File: config.mk
export PLATFORM = sky130hd
export DESIGN_NAME = fault_detector
export DESIGN_NICKNAME = d
export VERILOG_FILES = /design/src/rtl/fault_detector.sv
export SDC_FILE = /design/constraint.sdc
export NUM_CORES = 1
export LEC_CHECK = 0
export BUFFER_PORTS_ARGS = -buffer_cell sky130_fd_sc_hd__buf_2
export CAP_MARGIN = 20
export CORE_UTILIZATION = 47
export DETAILED_ROUTE_END_ITERATION = 16
export PLACE_DENSITY = 0.74
export SLEW_MARGIN = 20
export SYNTH_ARGS = -nofsm -noshare
export SYNTH_HDL_FRONTEND = slang
export SYNTH_SLANG_ARGS = --single-unit
File: constraint.sdc
create_clock -name clk -period 1.3 [get_ports clk]
set_input_delay 0.26 -clock clk [delete_from_list [all_inputs] [get_ports clk]]
set_output_delay 0.26 -clock clk [all_outputs]
set_load 0.05 [all_outputs]
File: src/rtl/fault_detector.sv
`default_nettype none
// ============================================================================
//  Module   : fault_detector
//  Purpose  : Debouncing, prioritising fault supervisor for a power stage.
//             Four raw fault flags are qualified by a per-bit mask and drive
//             a NORMAL / WARNING / FAULT state machine. Critical faults
//             (overcurrent, overvoltage) go straight to FAULT. Non-critical
//             faults (overtemp, undervoltage) must first survive a debounce
//             window to reach WARNING. They must then persist long enough
//             to escalate to FAULT. FAULT is latched until reset.
//  Ports    : clk          - rising-edge clock
//             reset        - asynchronous active-low reset
//             fault_flags  - [0] UV, [1] OT, [2] OV, [3] OC (synchronous)
//             mask_reg     - 1 = corresponding fault ignored
//             y            - state code: 00 NORMAL, 01 WARNING, 10 FAULT
//  Revision : 1.0 - initial release
// ============================================================================
module fault_detector #(
   parameter int DEBOUNCE_CYCLES = 3,
   parameter int PERSIST_CYCLES  = 16,
   parameter int CNT_W           = 5
) (
   input  logic       clk,
   input  logic       reset,
   input  logic [3:0] fault_flags,
   input  logic [3:0] mask_reg,
   output logic [1:0] y
);

   typedef enum logic [1:0] {
      NORMAL  = 2'b00,
      WARNING = 2'b01,
      FAULT   = 2'b10
   } state_t;

   // Counter value at which the next active edge completes the window.
   localparam logic [CNT_W-1:0] DEB_LAST = CNT_W'(DEBOUNCE_CYCLES - 1);
   localparam logic [CNT_W-1:0] PER_LAST = CNT_W'(PERSIST_CYCLES - 1);

   state_t           state;
   state_t           next_state;
   logic [CNT_W-1:0] debounce_counter;
   logic [CNT_W-1:0] debounce_next;
   logic [CNT_W-1:0] persistence_counter;
   logic [CNT_W-1:0] persistence_next;
   logic [1:0]       y_next;

   logic [3:0] active;
   logic       crit;
   logic       noncrit;

   assign active  = fault_flags & ~mask_reg;
   assign crit    = active[3] | active[2];
   assign noncrit = active[1] | active[0];

   // ------------------------------------------------------------------------
   // State and counter registers. y is registered from the next-state
   // decode so it changes on the same edge as state.
   // ------------------------------------------------------------------------
   always_ff @(posedge clk or negedge reset) begin
      if (!reset) begin
         state               <= NORMAL;
         debounce_counter    <= '0;
         persistence_counter <= '0;
         y                   <= 2'b00;
      end else begin
         state               <= next_state;
         debounce_counter    <= debounce_next;
         persistence_counter <= persistence_next;
         y                   <= y_next;
      end
   end

   // ------------------------------------------------------------------------
   // Next-state and counter logic. Counters are cleared on every state
   // change, so each window restarts from zero.
   // ------------------------------------------------------------------------
   always_comb begin
      next_state       = state;
      debounce_next    = '0;
      persistence_next = '0;

      case (state)
         NORMAL: begin
            if (crit) begin
               next_state = FAULT;
            end else if (noncrit) begin
               if (debounce_counter == DEB_LAST) begin
                  next_state = WARNING;
               end else begin
                  debounce_next = debounce_counter + 1'b1;
               end
            end
         end

         WARNING: begin
            if (crit) begin
               next_state = FAULT;
            end else if (noncrit) begin
               if (persistence_counter == PER_LAST) begin
                  next_state = FAULT;
               end else begin
                  persistence_next = persistence_counter + 1'b1;
               end
            end else begin
               next_state = NORMAL;
            end
         end

         FAULT: begin
            next_state = FAULT;
         end

         default: begin
            // Unreachable encoding: fail safe into the latched fault state.
            next_state = FAULT;
         end
      endcase
   end

   always_comb begin
      y_next = 2'b00;
      case (next_state)
         NORMAL:  y_next = 2'b00;
         WARNING: y_next = 2'b01;
         FAULT:   y_next = 2'b10;
         default: y_next = 2'b10;
      endcase
   end

endmodule
`default_nettype wire

# Word-level counts from Yosys, hierarchy flattened
# Cells that the tools add are included.
# word_totals
ff_bits	14
in_bits	10
out_inout_bits	2
elab_cells	32
# classes
add_sub_neg	2
n_eq_ne	4
muxes	16
bitwise_logic	4
reduce_logical	2
# ops
operator	n
5-bit 2-to-1 mux	8
2-bit 2-to-1 mux	6
5-bit by 1-bit adder with 5-bit output (second input constant)	2
2-bit one-hot mux with 2 select lines	2
5-bit by 2-bit equality test with 1-bit output (second input constant)	1
5-bit by 4-bit equality test with 1-bit output (second input constant)	1
4-bit bitwise AND	1
2-bit by 1-bit equality test with 1-bit output (second input constant)	2
2-bit zero test	2
4-bit inverter	1
1-bit OR	2

# Longest topological paths before layout
# Gate-level depths: netlist of the first run.
# logic_depth
word_depth	8
mapped_depth	5
depth_no_buf	5

# Least setup slack after synthesis of the first run
# No wires, ideal clock.
# synth_path
path_type	flip-flop to flip-flop
startpoint	reg persistence_counter[0]
endpoint	reg state[0]
setup_time_ns	0.120
arrival_ns	1.129
t_required_ns	1.180
setup_slack_ns	0.052
path_stages_with_launch	5
path_buffers	0
synth_period_minus_slack_ns	1.248
path_cell_list	dfrtp_1 ha_1 and4b_2 nand2_1 and3b_1
# synth_via
elab_chain_cells	5
# synth_lines
item	line	text
from (decl)	44	logic [CNT_W-1:0] persistence_counter;
from (signal assigned)	69	persistence_counter <= persistence_next;
5-bit by 4-bit equality test with 1-bit output	100	if (persistence_counter == PER_LAST) begin
2-bit 2-to-1 mux	100	
2-bit 2-to-1 mux	99	end else if (noncrit) begin
2-bit 2-to-1 mux	97	if (crit) begin
2-bit one-hot mux with 2 select lines	83	case (state)
net next_state[0]	41	state_t next_state;
to (signal assigned)	67	state <= next_state;
to (decl)	40	state_t state;
# The timed path passes the listed nets, and every way through them passes these cells.

# Worst setup path after layout of the first run
# layout_path
startpoint	reg debounce_counter[0]
endpoint	reg y[0]
# layout_via
elab_chain_cells	7
elab_cells_between_ends	8
cone_classes	eq/ne: 2; mux: 5; reduce/logical: 1
# layout_lines
item	line	text
from (decl)	42	logic [CNT_W-1:0] debounce_counter;
from (signal assigned)	68	debounce_counter <= debounce_next;
5-bit by 2-bit equality test with 1-bit output *	88	if (debounce_counter == DEB_LAST) begin
2-bit 2-to-1 mux *	88	
2-bit 2-to-1 mux *	87	end else if (noncrit) begin
2-bit 2-to-1 mux *	85	if (crit) begin
2-bit one-hot mux with 2 select lines *	83	
2-bit by 1-bit equality test with 1-bit output or 2-bit zero test (tied branches)	123	case (next_state)
2-bit one-hot mux with 2 select lines *	123	
net y_next[0]	46	logic [1:0] y_next;
to (signal assigned)	70	y <= y_next;
to (decl)	27	output logic [1:0] y
# Mark *: on every way through the listed nets, which the timed path passes. The rest lies on a longest branch.

==> qor.csv, run 1 <==
stage;metric;value;unit
worst_setup_path;Arrival @ worst endpoint;1.49;ns
power;maximum vdd drop;0.000724;V
drt;via count;492;
drt;DR vias/cell;5.41;
clocking;clk_lat worst skew;0.27;ns
timing;Setup WS post-layout;0.0226;ns
grt;initial antenna violation count;0;
timing;Rel. slew slack;72.7;%
layout;share of cells above drive strength 1;43.4;%
clocking;H-tree levels;1;
synth;mapped cell area;681;sq um
synth;most used flip-flop cell after synthesis;dfrtp_1;
timing;Max Fclk;783;MHz
layout;Final Instance Area;828;sq um
clocking;Clk pin slew, worst setup/hold paths;0.08;ns
timing;skew final;0.00193;ns
grt;pin count of the biggest net entering global routing;14;
layout;Multi-input gate area;324;sq um
layout;commonest non-fill, non-tap cell in the layout;dfrtp_1;
synth;Post-synth EDFFs;0;
drt;drt wl/cell;12.5;um
worst_setup_path;critical path peak fanout;6;
synth;Synth area leaders;dfrtp_1 (48%), nor4_4 (6.3%), ha_1 (5.5%), nor3_1 (5.1%), o41ai_4 (4.0%);
drt;starting DRC count in detailed routing;8;
floorplanning;die width;40.1;um
worst_setup_path;startpoint types;flip-flop;
clocking;TritonCTS clock tree;yes;
worst_setup_path;Worst Setup End Kind;flip-flop;
timing;Slew Limit Fails;0;
grt;GRT overflow;0;
synth;largest area contributor in the netlist;dfrtp_1;
clocking;Clock Tree Buf Depth;2;
place;Port Buffer Count;11;
floorplanning;row count;13;
clocking;CTS Sinks;13;
place;Place WS;0.0209;ns
layout;Layout area overhead;21.7;%
place;Placed Instance Area;781;sq um
clocking;clk root buf;clkbuf_4;
floorplanning;chip height;40.1;um
drt;final wirelength;1140;um
layout;most frequent cells in the layout;dfrtp_1 (13), buf_2 (11), nor3_1 (7), buf_4 (7), nand3_1 (5);
layout;nets;90;
floorplanning;area of the core;0.00132;sq mm
synth;post-synthesis area per instance;12.4;sq um
power;PwrDens;833;mW/mm^2
synth;YS warnings;0;
floorplanning;Initial Util;51.7;%
grt;GRT Util Overall;19.6;%
power;Pleak;0.382;nW
timing;RSZ-0062 raised after global routing;true;
worst_setup_path;Critical Path RT;1.52;ns
job;max_cap viols;0;
timing;crit path time final;1.28;ns
timing;period utilization;98.3;%
layout;final-layout fill cell count;107;
min_path;hold crit path type;input port to flip-flop;
synth;Post-Syn Instances;55;
floorplanning;# IOs;12;
synth;syn nets;68;
drt;first drt pass iteration count;2;
drt;DR DRC count;0;
floorplanning;die footprint;0.00160;sq mm
synth;sequential area share after synthesis;47.8;%
place;gpl congestion;0.763;
timing;setup TNS;0;ns
layout;number of diodes;0;
clocking;total CTS buffers;3;
worst_setup_path;Setup Crit Path Kind;flip-flop to flip-flop;
synth;Yosys reg bits;13;
drt;post-route ant nets;0;
synth;asr flop ratio synth;100;%
timing;measured slew at the worst slew-check pin;0.408;ns
power;Pwr Total;0.690;mW
synth;post-synth cell types;21;
timing;Final setup viols;0;
place;HPWL after DPL;903;um
layout;FF+latch area;325;sq um
status;outcome;finished, final reports clean;
grt;first-pass GRT wire length;1970;um
synth;post-synth top area share;47.8;%
timing;Final Hold Viols;0;
grt;vias in the first global route;482;
-- where the power goes --
part           switching (mW)  leakage (nW)  internal (mW)
logic                  0.0158         0.188         0.0177
registers                   0         0.176          0.404
clock network           0.139        0.0177          0.114
-- per-layer routing --
metal	routed length [um]	up-vias	share of wire, %	track usage [%]
met5	0	-	0	0
met4	25	0	2.2	12.9
met3	22	2	1.9	5.00
met2	577	10	51	32.3
met1	516	239	45	22.2
li1	-	241	-	-
-- Yosys cell counts (2+ instances only) --
cell type / instances
and3b_1: 2
dfrtp_1: 13
ha_1: 3
inv_1: 4
nand2_1: 2
nand3_1: 5
nor3_1: 7
nor4_4: 2
or2b_2: 2
xnor2_1: 2
xor2_1: 3
-- final timing paths --
kind	start	end	slack (ns)	cells after the start
max	debounce_counter[0]	y[0]	0.02	5
min	mask_reg[3]	state[1]	0.32	3
max reg2reg	debounce_counter[0]	y[0]	0.02	5
min reg2reg	debounce_counter[0]	debounce_counter[0]	0.47	1
max in group asynchronous	reset	debounce_counter[3]	0.68	2
min in group asynchronous	reset	persistence_counter[3]	0.39	2
-- metrics by stage --
| step | instances | hold slack (ns) | utilization [%] |
|---|---|---|---|
| CTS | 90 | 0.298 | 62.1 |
| finish | 91 | 0.319 | 62.9 |
| floorplan | 55 | -0.0356 | - |
| detailed placement | 85 | 0.166 | 59.3 |
| global placement | 85 | 0.163 | 59.3 |
| global route | 91 | 0.339 | 62.9 |
-- cells by family after synthesis --
kind of cell / Yosys count / share of synthesized area [%]
buffers and inverters: 6 / 4.96
AO/OA/AOI/OAI: 3 / 7.54
AND/OR/NAND/NOR: 25 / 27.8
XOR/XNOR: 5 / 6.43
adder cells (fa/ha/maj): 3 / 5.52
flip-flops: 13 / 47.8
-- area by class of cell --
type | instances | area share, %
Clock buffer | 3 | 2.72
Multi-Input combinational cell | 36 | 39.1
Sequential cell | 13 | 39.3
Clock inverter | 1 | 0.604
Tap cell | 15 | 2.27
Inverter | 4 | 1.81
Timing Repair Buffer | 19 | 14.2
-- registers in the layout, summed over array words and instances (netlist names) --
name	cells
debounce_counter	5
persistence_counter	5
y	1
state	2
-- timing repair --
| action | 4_1_cts | 5_1_grt |
|---|---|---|
| hold buffers | 1 | 0 |
| resized for setup | 0 | 2 |
| pin swaps | 0 | 3 |
| setup endpoints to repair | 1 | 7 |
| buffers inserted | 0 | 1 |
| hold endpoints to repair | 13 | 0 |
-- worst max-delay path, stage by stage (launching register included) --
cell and delay (ns):
dfrtp_1 0.40, inv_1 0.06, ha_1 0.15, inv_2 0.04, o41ai_4 0.34, and3b_1 0.22
No activity file was read; power rests on OpenSTA's default activity.
==> run 2: changes to the inputs <==
--- a/config.mk
+++ b/config.mk
@@ -5,11 +5,12 @@
 export SDC_FILE = /design/constraint.sdc
 export NUM_CORES = 1
 export LEC_CHECK = 0
+export ABC_AREA = 1
 export BUFFER_PORTS_ARGS = -buffer_cell sky130_fd_sc_hd__buf_2
 export CAP_MARGIN = 20
-export CORE_UTILIZATION = 47
+export CORE_UTILIZATION = 46
 export DETAILED_ROUTE_END_ITERATION = 16
-export PLACE_DENSITY = 0.74
+export PLACE_DENSITY = 0.73
 export SLEW_MARGIN = 20
 export SYNTH_ARGS = -nofsm -noshare
 export SYNTH_HDL_FRONTEND = slang
==> run 2 against run 1 <==
  * Worst setup slack gained 0.067 ns
  * Maximum frequency grew 5.6%
  * Combinational power grew 27%
  * Clock power shrank 7%
  * Utilization shrank 5.3 points
  * Final area shrank 8.5%
  * Sequential power is essentially flat
  * Sequential share of layout area grew 3.6 points
  * Critical path type is now flip-flop to output pin
  * Largest cell class unchanged
==> qor.csv, run 2 <==
stage;metric;value;unit
worst_setup_path;R2R depth;7;
worst_setup_path;worst path bufs/invs;1;
layout;most frequent cells in the layout;nor2_1 (14), nand2_1 (13), dfrtp_1 (13);
power;Power Internal;0.540;mW
power;sequential power share;59.2;%
clocking;Clock Tree Buf Depth;2;
synth;Post-synth EDFFs;0;
synth;YS warnings;0;
synth;sequential area share after synthesis;49.6;%
synth;post-synth cell types;18;
power;PwrDens;901;mW/mm^2
synth;Synth area leaders;dfrtp_1 (50%), nor2_1 (8.0%), nand2_1 (7.4%), ha_1 (5.7%), inv_1 (4.6%);
floorplanning;die footprint;0.00158;sq mm
status;outcome;finished, final reports clean;
place;Port Buffer Count;11;
drt;starting DRC count in detailed routing;6;
min_path;hold crit path type;input port to flip-flop;
worst_setup_path;largest stage delay on the critical path;0.40;ns
drt;first drt pass iteration count;2;
floorplanning;die width;39.8;um
power;Switching Fraction;20.9;%
timing;measured slew at the worst slew-check pin;0.301;ns
worst_setup_path;Crit path depth;1;
worst_setup_path;CP max-delay cell;dfrtp_1;
place;HPWL after DPL;785;um
timing;Slew Limit Fails;0;
min_path;Hold Path Stages;5;
synth;syn nets;87;
floorplanning;Initial Util;49.8;%
min_path;hold path endpoint;state[1];
grt;initial antenna violation count;0;
power;Clock Power Share;34.6;%
drt;DR vias/cell;4.77;
grt;pin count of the biggest net entering global routing;14;
layout;share of cells above drive strength 1;24.7;%
drt;drt wl/cell;10.3;um
synth;most instantiated library cell after synthesis;nor2_1;
layout;number of diodes;0;
synth;largest area contributor in the netlist;dfrtp_1;
job;max_cap viols;0;
layout;top flop regs;debounce_counter: 5 flops, persistence_counter: 5 flops, state: 2 flops;
timing;Final setup viols;0;
layout;nets;103;
drt;post-route ant nets;0;
power;switching power total;0.142;mW
clocking;Post-CTS Setup Inserts;0;
synth;mapped cell area;656;sq um
synth;most used flip-flop cell after synthesis;dfrtp_1;
timing;Final Hold Viols;0;
timing;Max Fclk;827;MHz
clocking;clk_lat worst skew;0.27;ns
place;Inst Count DP;99;
floorplanning;row count;13;
drt;final wirelength;1070;um
place;gpl congestion;0.675;
clocking;CTS Sinks;13;
clocking;TritonCTS clock tree;yes;
worst_setup_path;crit-path cells;buf_2;
synth;post-synth top area share;49.6;%
layout;Final Non-Filler Cells;104;
worst_setup_path;critical path peak fanout;4;
power;Comb pwr share;6.2;%
layout;final-layout fill cell count;108;
worst_setup_path;Worst Setup End Kind;output pin;
worst_setup_path;R2R setup slack;0.14;ns
grt;vias in the first global route;470;
worst_setup_path;Arrival @ worst endpoint;0.95;ns
worst_setup_path;Reg2Reg Capture Point;debounce_counter[4];
clocking;H-tree levels;1;
timing;crit path time final;1.21;ns
layout;commonest non-fill, non-tap cell in the layout;nor2_1;
timing;period utilization;93.1;%
clocking;Clk pin slew, worst setup/hold paths;0.07;ns
worst_setup_path;Critical Path RT;1.04;ns
drt;DR DRC count;0;
drt;via count;496;
synth;Post-synth top cells;nor2_1 (14), dfrtp_1 (13), nand2_1 (13);
timing;RSZ-0062 raised after global routing;false;
grt;first-pass GRT wire length;1760;um
grt;GRT overflow;0;
synth;post-synthesis area per instance;8.86;sq um
worst_setup_path;Setup Crit Path Kind;flip-flop to output pin;
power;Pleak;0.415;nW
timing;worst hold margin;0.357;ns
timing;Rel. slew slack;79.9;%
synth;Yosys reg bits;13;
worst_setup_path;startpoint types;flip-flop;
clocking;total CTS buffers;3;
grt;GRT Util Overall;18.1;%
worst_setup_path;top cell family by delay on the critical path;flip-flops;
power;maximum vdd drop;0.000701;V
min_path;min-delay src;fault_flags[2];
place;Place WS;0.170;ns
timing;setup TNS;0;ns
floorplanning;# IOs;12;
floorplanning;chip height;39.8;um
timing;Setup WS post-layout;0.0901;ns
clocking;clk root buf;clkbuf_4;
synth;Post-Syn Instances;74;
timing;skew final;0.00182;ns
synth;asr flop ratio synth;100;%
layout;Layout area overhead;15.6;%
worst_setup_path;reg-to-reg critical path startpoint;debounce_counter[0];
floorplanning;area of the core;0.00132;sq mm
[run 2: worst max-delay path by stage]
stage / startpoint / slack (ns) / endpoint
3_5_place_dp: persistence_counter[0] / 0.17 / state[0]
2_1_floorplan: debounce_counter[0] / 0.27 / debounce_counter[0]
3_3_place_gp: debounce_counter[0] / 0.20 / debounce_counter[0]
4_1_cts: state[1] / 0.08 / y[1]
6_report: state[1] / 0.09 / y[1]
5_1_grt: debounce_counter[0] / 0.008 / debounce_counter[0]
[run 2: repair_timing]
item	in CTS	in global routing
resized for setup	0	0
endpoints found under the hold margin	13	0
setup endpoints to repair	0	0
hold buffers	1	0
[run 2: layout make-up]
class                           instances  area, sq um  share of cell area [%]
Sequential cell                        13          325                    42.9
Timing Repair Buffer                   12         65.1                    8.58
Clock buffer                            4         26.3                    3.47
Tap cell                               15         18.8                    2.48
Multi-Input combinational cell         49          282                    37.1
Inverter                               11         41.3                    5.45
[run 2: kinds of logic (layout without fill, tap and decap cells)]
logic type	Yosys count	after routing	share of synthesized area [%]
simple gates	39	39	29.2
flops	13	13	49.6
compound gates	3	3	2.67
fa+ha+maj	3	3	5.73
buf+inv	12	27	7.44
xor+xnor	4	4	5.34
[run 2: routing by layer]
| layer | track usage [%] | vias to the layer above | part of all wire (%) |
|---|---|---|---|
| met5 | 0 | - | 0 |
| met1 | 19.1 | 223 | 44 |
| met3 | 10.2 | 0 | 6.0 |
| met2 | 30.3 | 12 | 50 |
| met4 | 5.17 | 0 | 0 |
| li1 | - | 261 | - |
[run 2: metrics by stage]
stage	area, sq um	power [mW]	utilization, %
global route	758	0.722	57.5
finish	758	0.683	57.5
detailed placement	722	0.453	54.8
floorplan	656	0.430	-
CTS	758	0.699	57.5
global placement	722	0.452	54.8
[run 2: power by group through the flow]
stage | clock network (mW) | registers (mW) | logic (mW)
6_report | 0.236 | 0.404 | 0.0427
5_1_grt | 0.267 | 0.404 | 0.0511
3_5_place_dp | 0 | 0.412 | 0.0405
2_1_floorplan | 0 | 0.412 | 0.0175
3_3_place_gp | 0 | 0.412 | 0.0399
4_1_cts | 0.251 | 0.404 | 0.0432
